File: src/rtl/pc_sequencer_pkg.sv
// Shared definitions for the PC sequencer slice (package pc_pkg).
//   state_t : FSM encoding (ST_RUN, ST_TRAP)
//   sel_t   : next-PC source (SEL_SEQ, SEL_BR, SEL_JMP, SEL_RET, SEL_ERET, SEL_VEC)
//   dbg_t   : debug view of the FSM and the stack requests for checkers
//   DEF_EXC_VECTOR : default trap entry address
package pc_pkg;

  typedef enum logic {
    ST_RUN  = 1'b0,
    ST_TRAP = 1'b1
  } state_t;

  typedef enum logic [2:0] {
    SEL_SEQ  = 3'd0,
    SEL_BR   = 3'd1,
    SEL_JMP  = 3'd2,
    SEL_RET  = 3'd3,
    SEL_ERET = 3'd4,
    SEL_VEC  = 3'd5
  } sel_t;

  localparam logic [31:0] DEF_EXC_VECTOR = 32'h0000_0080;

  typedef struct packed {
    state_t state;  // current FSM state
    sel_t   sel;    // next-PC source chosen this cycle
    logic   push;   // return address pushed this cycle
    logic   pop;    // return address popped this cycle
  } dbg_t;

endpackage

File: src/rtl/pc_sequencer_if.sv
// Control-unit <-> PC sequencer bus.
// Handshake: there is no valid/ready pair here; Signal_write acts as a
// one-sided advance strobe sampled on every rising clock edge. When it is low
// the sequencer holds (except for Exception, which is always accepted in RUN).
// Outputs are registered except Pc_plus, which is Data + PC_INC.
//   master : control unit (drives requests, reads PC)
//   slave  : pc_sequencer
interface pc_sequencer_if #(
  parameter int ADDR_W = 32
);
  logic              Signal_write;
  logic              Branch_taken;
  logic [ADDR_W-1:0] Branch_target;
  logic              Jump;
  logic [ADDR_W-1:0] Jump_target;
  logic              Exception;
  logic              Eret;
  logic              Call;
  logic              Ret;
  logic [ADDR_W-1:0] Data;
  logic [ADDR_W-1:0] Pc_plus;
  logic [ADDR_W-1:0] Epc;
  logic              Trap_busy;
  logic              Misaligned;

  modport master (
    output Signal_write, Branch_taken, Branch_target, Jump, Jump_target,
           Exception, Eret, Call, Ret,
    input  Data, Pc_plus, Epc, Trap_busy, Misaligned
  );

  modport slave (
    input  Signal_write, Branch_taken, Branch_target, Jump, Jump_target,
           Exception, Eret, Call, Ret,
    output Data, Pc_plus, Epc, Trap_busy, Misaligned
  );
endinterface

File: src/rtl/pc_sequencer_ras.sv
// pc_ras: circular return-address stack.
// Ports: i_clk, i_rst (async, active-high), i_push/i_data (write new top),
//        i_pop (drop top), o_top (current top), o_valid (stack not empty).
// A push onto a full stack overwrites the oldest entry; the count saturates.
module pc_ras #(
  parameter int DEPTH = 4,
  parameter int W     = 32
) (
  input  logic         i_clk,
  input  logic         i_rst,
  input  logic         i_push,
  input  logic         i_pop,
  input  logic [W-1:0] i_data,
  output logic [W-1:0] o_top,
  output logic         o_valid
);
  localparam int PTR_W = (DEPTH > 1) ? $clog2(DEPTH) : 1;
  localparam int CNT_W = $clog2(DEPTH + 1);

  logic [W-1:0]     r_mem [DEPTH];
  logic [PTR_W-1:0] r_ptr;  // next slot to write
  logic [CNT_W-1:0] r_cnt;
  logic [PTR_W-1:0] w_top_idx;
  logic [PTR_W-1:0] w_ptr_inc;

  assign w_top_idx = (r_ptr == '0) ? PTR_W'(DEPTH - 1) : r_ptr - 1'b1;
  assign w_ptr_inc = (r_ptr == PTR_W'(DEPTH - 1)) ? '0 : r_ptr + 1'b1;
  assign o_top     = r_mem[w_top_idx];
  assign o_valid   = (r_cnt != '0);

  always_ff @(posedge i_clk or posedge i_rst) begin
    if (i_rst) begin
      r_ptr <= '0;
      r_cnt <= '0;
    end else if (i_push) begin
      r_ptr <= w_ptr_inc;
      if (r_cnt != CNT_W'(DEPTH)) r_cnt <= r_cnt + 1'b1;
    end else if (i_pop && o_valid) begin
      r_ptr <= w_top_idx;
      r_cnt <= r_cnt - 1'b1;
    end
  end

  // Storage needs no reset: entries are only read while counted as valid.
  always_ff @(posedge i_clk) begin
    if (i_push) r_mem[r_ptr] <= i_data;
  end
endmodule

File: src/rtl/pc_sequencer.sv
// pc_sequencer: program counter with next-PC selection and trap handling.
// Ports: Clock_in, Signal_reset (async, active-high), bus (pc_sequencer_if.slave),
//        o_dbg (FSM state / select / stack activity).
// Optional feature: define PC_RAS_EN to add a RAS_DEPTH-entry return-address
// stack driven by bus.Call/bus.Ret; without it Call and Ret have no effect.
module pc_sequencer
  import pc_pkg::*;
#(
  parameter int                ADDR_W      = 32,
  parameter int                PC_INC      = 4,
  parameter int                ALIGN_BITS  = 2,
  parameter logic [ADDR_W-1:0] RESET_PC    = '0,
  parameter logic [ADDR_W-1:0] EXC_VECTOR  = ADDR_W'(DEF_EXC_VECTOR),
  parameter int                TRAP_CYCLES = 2,
  parameter int                RAS_DEPTH   = 4
) (
  input  logic                  Clock_in,
  input  logic                  Signal_reset,
  pc_sequencer_if.slave         bus,
  output dbg_t                  o_dbg
);
  localparam int CNT_W = $clog2(TRAP_CYCLES + 1);
  localparam logic [ADDR_W-1:0] ALIGN_MASK =
    (ALIGN_BITS == 0) ? '0 : ((ADDR_W'(1) << ALIGN_BITS) - ADDR_W'(1));
`ifdef PC_RAS_EN
  localparam bit RAS_EN = 1'b1;
`else
  localparam bit RAS_EN = 1'b0;
`endif

  state_t            r_state, w_next_state;
  logic [CNT_W-1:0]  r_trap_cnt, w_next_cnt;
  logic [ADDR_W-1:0] r_data, w_next_data;
  logic [ADDR_W-1:0] r_epc, w_next_epc;
  logic              r_misaligned;

  sel_t              w_sel;
  logic [ADDR_W-1:0] w_target;
  logic [ADDR_W-1:0] w_pc_plus;
  logic              w_adv;
  logic              w_take_trap;
  logic              w_mis;
  logic              w_push;
  logic              w_pop;
  logic [ADDR_W-1:0] w_ras_top;
  logic              w_ras_valid;

  assign w_pc_plus = r_data + ADDR_W'(PC_INC);

`ifdef PC_RAS_EN
  pc_ras #(
    .DEPTH (RAS_DEPTH),
    .W     (ADDR_W)
  ) u_ras (
    .i_clk   (Clock_in),
    .i_rst   (Signal_reset),
    .i_push  (w_push),
    .i_pop   (w_pop),
    .i_data  (w_pc_plus),
    .o_top   (w_ras_top),
    .o_valid (w_ras_valid)
  );
`else
  assign w_ras_top   = '0;
  assign w_ras_valid = 1'b0;
`endif

  always_ff @(posedge Clock_in or posedge Signal_reset) begin
    if (Signal_reset) begin
      r_state      <= ST_RUN;
      r_trap_cnt   <= '0;
      r_data       <= RESET_PC;
      r_epc        <= '0;
      r_misaligned <= 1'b0;
    end else begin
      r_state      <= w_next_state;
      r_trap_cnt   <= w_next_cnt;
      r_data       <= w_next_data;
      r_epc        <= w_next_epc;
      r_misaligned <= w_mis;
    end
  end

  always_comb begin
    w_sel        = SEL_SEQ;
    w_adv        = 1'b0;
    w_take_trap  = 1'b0;
    w_mis        = 1'b0;
    w_push       = 1'b0;
    w_pop        = 1'b0;
    w_target     = w_pc_plus;
    w_next_state = r_state;
    w_next_cnt   = r_trap_cnt;
    w_next_data  = r_data;
    w_next_epc   = r_epc;

    unique case (r_state)
      ST_RUN: begin
        if (bus.Exception) begin
          w_sel       = SEL_VEC;
          w_take_trap = 1'b1;
        end else if (bus.Signal_write) begin
          w_adv = 1'b1;
          if (bus.Eret)              w_sel = SEL_ERET;
          else if (bus.Jump)         w_sel = SEL_JMP;
          else if (RAS_EN && bus.Ret)
            // Ret on an empty stack falls back to sequential flow.
            w_sel = w_ras_valid ? SEL_RET : SEL_SEQ;
          else if (bus.Branch_taken) w_sel = SEL_BR;
          else                       w_sel = SEL_SEQ;
        end
      end
      ST_TRAP: begin
        // Everything is ignored here; a new Exception is simply dropped.
        w_sel = SEL_VEC;
        if (r_trap_cnt == '0) w_next_state = ST_RUN;
        else                  w_next_cnt   = r_trap_cnt - 1'b1;
      end
      default: w_next_state = ST_RUN;
    endcase

    unique case (w_sel)
      SEL_BR:   w_target = bus.Branch_target;
      SEL_JMP:  w_target = bus.Jump_target;
      SEL_RET:  w_target = w_ras_top;
      SEL_ERET: w_target = r_epc;
      SEL_VEC:  w_target = EXC_VECTOR;
      default:  w_target = w_pc_plus;
    endcase

    // A bad control-flow target becomes a trap instead of an update.
    if (w_adv && (w_sel == SEL_BR || w_sel == SEL_JMP || w_sel == SEL_RET) &&
        ((w_target & ALIGN_MASK) != '0)) begin
      w_mis       = 1'b1;
      w_take_trap = 1'b1;
      w_adv       = 1'b0;
    end

    w_push = w_adv && (w_sel == SEL_JMP) && bus.Call;
    w_pop  = w_adv && (w_sel == SEL_RET);

    if (w_take_trap) begin
      w_next_state = ST_TRAP;
      w_next_cnt   = CNT_W'(TRAP_CYCLES - 1);
      w_next_epc   = r_data;
      w_next_data  = EXC_VECTOR;
    end else if (w_adv) begin
      w_next_data = w_target;
    end
  end

  assign bus.Data       = r_data;
  assign bus.Pc_plus    = w_pc_plus;
  assign bus.Epc        = r_epc;
  assign bus.Trap_busy  = (r_state == ST_TRAP);
  assign bus.Misaligned = r_misaligned;

  assign o_dbg.state = r_state;
  assign o_dbg.sel   = w_sel;
  assign o_dbg.push  = w_push;
  assign o_dbg.pop   = w_pop;
endmodule

File: src/flat_wrapper.sv
// flat-port wrapper written by rule: the top's interface ports become plain ports
module pc_sequencer_flat import pc_pkg::*;
#(
  parameter int                ADDR_W      = 32,
  parameter int                PC_INC      = 4,
  parameter int                ALIGN_BITS  = 2,
  parameter logic [ADDR_W-1:0] RESET_PC    = '0,
  parameter logic [ADDR_W-1:0] EXC_VECTOR  = ADDR_W'(DEF_EXC_VECTOR),
  parameter int                TRAP_CYCLES = 2,
  parameter int                RAS_DEPTH   = 4
)
  (Clock_in, Signal_reset, o_dbg, bus_Signal_write, bus_Branch_taken, bus_Branch_target, bus_Jump, bus_Jump_target, bus_Exception, bus_Eret, bus_Call, bus_Ret, bus_Data, bus_Pc_plus, bus_Epc, bus_Trap_busy, bus_Misaligned);
  pc_sequencer_if #(.ADDR_W(ADDR_W)) bus_i ();
  input  logic Clock_in;
  input  logic Signal_reset;
  output dbg_t o_dbg;
  input wire logic [$bits(bus_i.Signal_write)-1:0] bus_Signal_write;
  input wire logic [$bits(bus_i.Branch_taken)-1:0] bus_Branch_taken;
  input wire logic [$bits(bus_i.Branch_target)-1:0] bus_Branch_target;
  input wire logic [$bits(bus_i.Jump)-1:0] bus_Jump;
  input wire logic [$bits(bus_i.Jump_target)-1:0] bus_Jump_target;
  input wire logic [$bits(bus_i.Exception)-1:0] bus_Exception;
  input wire logic [$bits(bus_i.Eret)-1:0] bus_Eret;
  input wire logic [$bits(bus_i.Call)-1:0] bus_Call;
  input wire logic [$bits(bus_i.Ret)-1:0] bus_Ret;
  output wire logic [$bits(bus_i.Data)-1:0] bus_Data;
  output wire logic [$bits(bus_i.Pc_plus)-1:0] bus_Pc_plus;
  output wire logic [$bits(bus_i.Epc)-1:0] bus_Epc;
  output wire logic [$bits(bus_i.Trap_busy)-1:0] bus_Trap_busy;
  output wire logic [$bits(bus_i.Misaligned)-1:0] bus_Misaligned;
  assign bus_i.Signal_write = bus_Signal_write;
  assign bus_i.Branch_taken = bus_Branch_taken;
  assign bus_i.Branch_target = bus_Branch_target;
  assign bus_i.Jump = bus_Jump;
  assign bus_i.Jump_target = bus_Jump_target;
  assign bus_i.Exception = bus_Exception;
  assign bus_i.Eret = bus_Eret;
  assign bus_i.Call = bus_Call;
  assign bus_i.Ret = bus_Ret;
  assign bus_Data = bus_i.Data;
  assign bus_Pc_plus = bus_i.Pc_plus;
  assign bus_Epc = bus_i.Epc;
  assign bus_Trap_busy = bus_i.Trap_busy;
  assign bus_Misaligned = bus_i.Misaligned;
  pc_sequencer #(.ADDR_W(ADDR_W), .PC_INC(PC_INC), .ALIGN_BITS(ALIGN_BITS), .RESET_PC(RESET_PC), .EXC_VECTOR(EXC_VECTOR), .TRAP_CYCLES(TRAP_CYCLES), .RAS_DEPTH(RAS_DEPTH)) u_core (.Clock_in(Clock_in), .Signal_reset(Signal_reset), .bus(bus_i), .o_dbg(o_dbg));
endmodule
File: config.mk
export PLATFORM = sky130hd
export DESIGN_NAME = pc_sequencer_flat
export DESIGN_NICKNAME = d
export VERILOG_FILES = /design/src/rtl/pc_sequencer_pkg.sv /design/src/rtl/pc_sequencer_if.sv /design/src/rtl/pc_sequencer_ras.sv /design/src/rtl/pc_sequencer.sv /design/src/flat_wrapper.sv
export SDC_FILE = /design/constraint.sdc
export NUM_CORES = 1
export LEC_CHECK = 0
export CAP_MARGIN = 20
export CORE_AREA = 2 2 97 99
export DETAILED_ROUTE_END_ITERATION = 6
export DIE_AREA = 0 0 99 101
export GPL_TIMING_DRIVEN = 0
export PLACE_DENSITY = 0.87
export SLEW_MARGIN = 25
export SYNTH_ARGS = -nofsm -noshare
export SYNTH_HDL_FRONTEND = slang
export SYNTH_SLANG_ARGS = --single-unit
File: constraint.sdc
create_clock -name Clock_in -period 3.5 [get_ports Clock_in]
set_input_delay 0.525 -clock Clock_in [delete_from_list [all_inputs] [get_ports Clock_in]]
set_output_delay 0.525 -clock Clock_in [all_outputs]
set_load 0.05 [all_outputs]
==> results.yml <==
critical_path:
  path_class: "flop to output pin"
  cp.arrival_ns: 2.93
  crit_chain: "ha_1, and3_1, nand4_1, nor3_1, xor2_1, dlygate4sd2_1"
  cp.required_ns: 2.97
  crit_path_max_incr_delay_ns: 0.57
  cp-end-kind: "output pin"
  crit_fanout: 7
  cp_num_buf_inv: 1
  worstSetupStartpointType: "flop"
  worstSetupStartpoint: "u_core.bus.Data[2]"
  slowest_stage: "dlygate4sd2_1"
  rr_startpoint: "u_core.bus.Trap_busy"
  cp_top_family: "simple AND/OR/NAND/NOR gates"
finish:
  layout-drive-gt1-share_pct: 14.0
  syn2layout_area_growth_pct: 52.6
  utilization_pct: 70.4
  fin_nets: 686
  num_antenna_cells: 0
timing:
  hold_viol: 0
  report.final.slew_viol_count: 0
  max_slew_margin_pct: 36.6
  max_freq_mhz: 289
  setup_violations: 0
  worst_hold_slack_ns: 0.468
  fin_ws_ns: 0.0405
  rsz0062_at_grt: "no"
  worst_pin_slew_ns: 0.943
  fin_crit_ns: 3.46
  clock_skew_ns: 0.00794
  period_share_pct: 98.8
die:
  rows: 35
  dieArea_um2: 10000
  die_w_um: 99
  initial_core_util_pct: 46.1
  die_y_um: 101
  fp.coreArea_um2: 8980
  pin_count: 177
placement:
  gp_congestion: 0.936
  place_hpwl_mm: 11.3
  pre_cts_ws_ns: -0.808
  portBuffers: 172
synthesis:
  synth_mux_area_share_pct: 6.80
  avgSynthCellArea_um2: 9.79
  synthXorXnorAreaFrac_pct: 5.92
  syn_nets: 498
  ys.flop_type: "dfrtp_1"
  synth_edf_count: 0
  yosysWarnings: 0
  netlist_area_um2: 4140
  synth_adder_area_share_pct: 0.604
  yosysSeqAreaShare_pct: 41.1
  synthTopCellsByArea: "dfrtp_1 41%, mux2_2 6.8%, a222oi_1 6.0%"
  synth_top_family_by_area: "compound AO/OA/AOI/OAI gates"
  synthArstFlopShare_pct: 100
  yosys.cell_types.count: 59
  synth-seq-cells: 68
  synth_compound_area_share_pct: 23.3
  yosysTopAreaCell: "dfrtp_1"
  yosysTopAreaCellShare_pct: 41.1
  syn_inst: 423
  yosys.area_share.simple_pct: 16.4
power_and_ir_drop:
  powerDensity_nw_per_um2: 544
  p_int_mw: 1.90
  max-vdd-ir-drop_v: 0.000329
  leakagePower_nw: 2.81
  pwr-share-clk_pct: 22.6
  power_frac_seq_pct: 29.7
  p_sw_mw: 1.53
  switching_share_pct: 44.6
  comb_power_share_pct: 47.6
outcome:
  violations: "DRC"
  status: "finished, violations left"
global_routing:
  first_global_vias: 4497
  gr-total-overflow: 0
  track_usage_pct: 31.3
  grt_max_degree: 51
  antenna_found_initial: 0
  grt_pass1_wl_mm: 24.2
clocking:
  cts.sinks: 68
  h-tree-depth: 3
  cts_buffers: 9
  postCtsHoldBufs: 0
  ctsLongestPathBuffers: 2
  cts_tree: "done"
  cts_root_buffer: "clkbuf_8"
  path_clk_slew_ns: 0.08
  clk_latency_ns: 0.36
drt:
  wl_mm: 16.0
  via_per_inst: 6.30
  dr.pass1.iters: 7
  num_vias: 4581
  drt_iter0_drc: 646
  postRouteAntennaNets: 0
  wl_per_cell_um: 22.0
  drc: 6
job:
  max_cap_viol_count: 0
hold_path:
  min_path_type: "primary input to asynchronous set/reset pin"
-- per-layer routing --
layer  track usage, %  part of all wire, %
met5                0                    0
met1             41.6                   39
met4             11.9                  1.8
met3             6.80                   11
met2             50.3                   48
-- path summary, 6_finish.rpt --
kind,endpoint,slack (ns),cells after the start
worst max-delay path,bus_Pc_plus[26],0.04,6
worst min-delay path,u_core.bus.Data[9],0.47,2
worst max register to register,u_core.bus.Data[5],1.03,6
worst min register to register,u_core.bus.Epc[30],0.52,2
max in group asynchronous,u_core.bus.Data[15],2.49,3
min in group Clock_in,u_core.bus.Epc[30],0.52,2
-- sequential cells by signal, summed over array words and instances, names as in the netlist --
| signal | flops |
|---|---|
| u_core.bus.Trap_busy | 1 |
| u_core.bus.Misaligned | 1 |
| u_core.bus.Epc | 32 |
| u_core.bus.Data | 32 |
| u_core.r_trap_cnt | 2 |
-- layout make-up --
cell class / count / area [µm²]
buffer: 39 / 195
sequential: 68 / 1700
inverter: 12 / 47.5
clock buffer: 13 / 169
fill: 679 / 2660
timing repair buffer: 177 / 1790
multi-input combinational: 304 / 2210
tap: 111 / 139
clock inverter: 3 / 67.6
-- kinds of logic (layout without fill, tap and decap cells) --
group	Yosys count	count (layout)
compound gates	127	127
xor+xnor	28	28
fa+ha+maj	2	2
buf+inv	51	244
flops	68	68
mux	25	25
other cells	1	1
simple gates	121	121
-- Yosys cell counts, types with 7 or more instances --
cell      instances
dfrtp_1          68
nand2_1          41
o21ai_0          32
a222oi_1         25
mux2_2           25
xnor2_1          22
clkbuf_1         17
buf_2            14
nand3_1          14
a22o_1           13
inv_1            12
nor3_1           12
a21oi_1          10
and3_1            9
nor2_1            9
buf_4             8
o31a_1            8
nand4_1           7
-- per-stage QoR --
step / instance area (µm²) / instances / setup TNS (ns) / total power [mW]
floorplan: 4140 / 423 / 0 / 2.04
global placement: 6000 / 706 / -0.839 / 2.61
detailed placement: 6030 / 707 / -0.905 / 2.66
CTS: 6290 / 727 / 0 / 3.41
global route: 6320 / 727 / 0 / 3.55
finish: 6320 / 727 / 0 / 3.44
-- repair_timing --
item / 4_1_cts / 5_1_grt
pin swaps: 2 / 0
buffers inserted: 4 / 0
gates resized for setup: 10 / 12
setup endpoints to repair: 16 / 11
-- layout by cell type, fill, tap and decap left out, types with 11 or more instances in the layout --
master	instances
clkdlybuf4s50_1	156
dfrtp_1	68
nand2_1	41
o21ai_0	32
mux2_2	25
a222oi_1	25
xnor2_1	22
clkbuf_1	17
buf_2	14
nand3_1	14
a22o_1	13
buf_4	13
nor3_1	12
clkbuf_8	12
inv_1	11
-- power groups by stage --
stage	Combinational, mW	Clock (mW)	Sequential, mW
after floorplan	0.684	0	1.35
after global placement	1.59	0	1.02
after detailed placement	1.62	0	1.03
after CTS	1.62	0.770	1.02
after global routing	1.71	0.804	1.04
final	1.64	0.779	1.02
No activity file was read; power rests on OpenSTA's default activity.
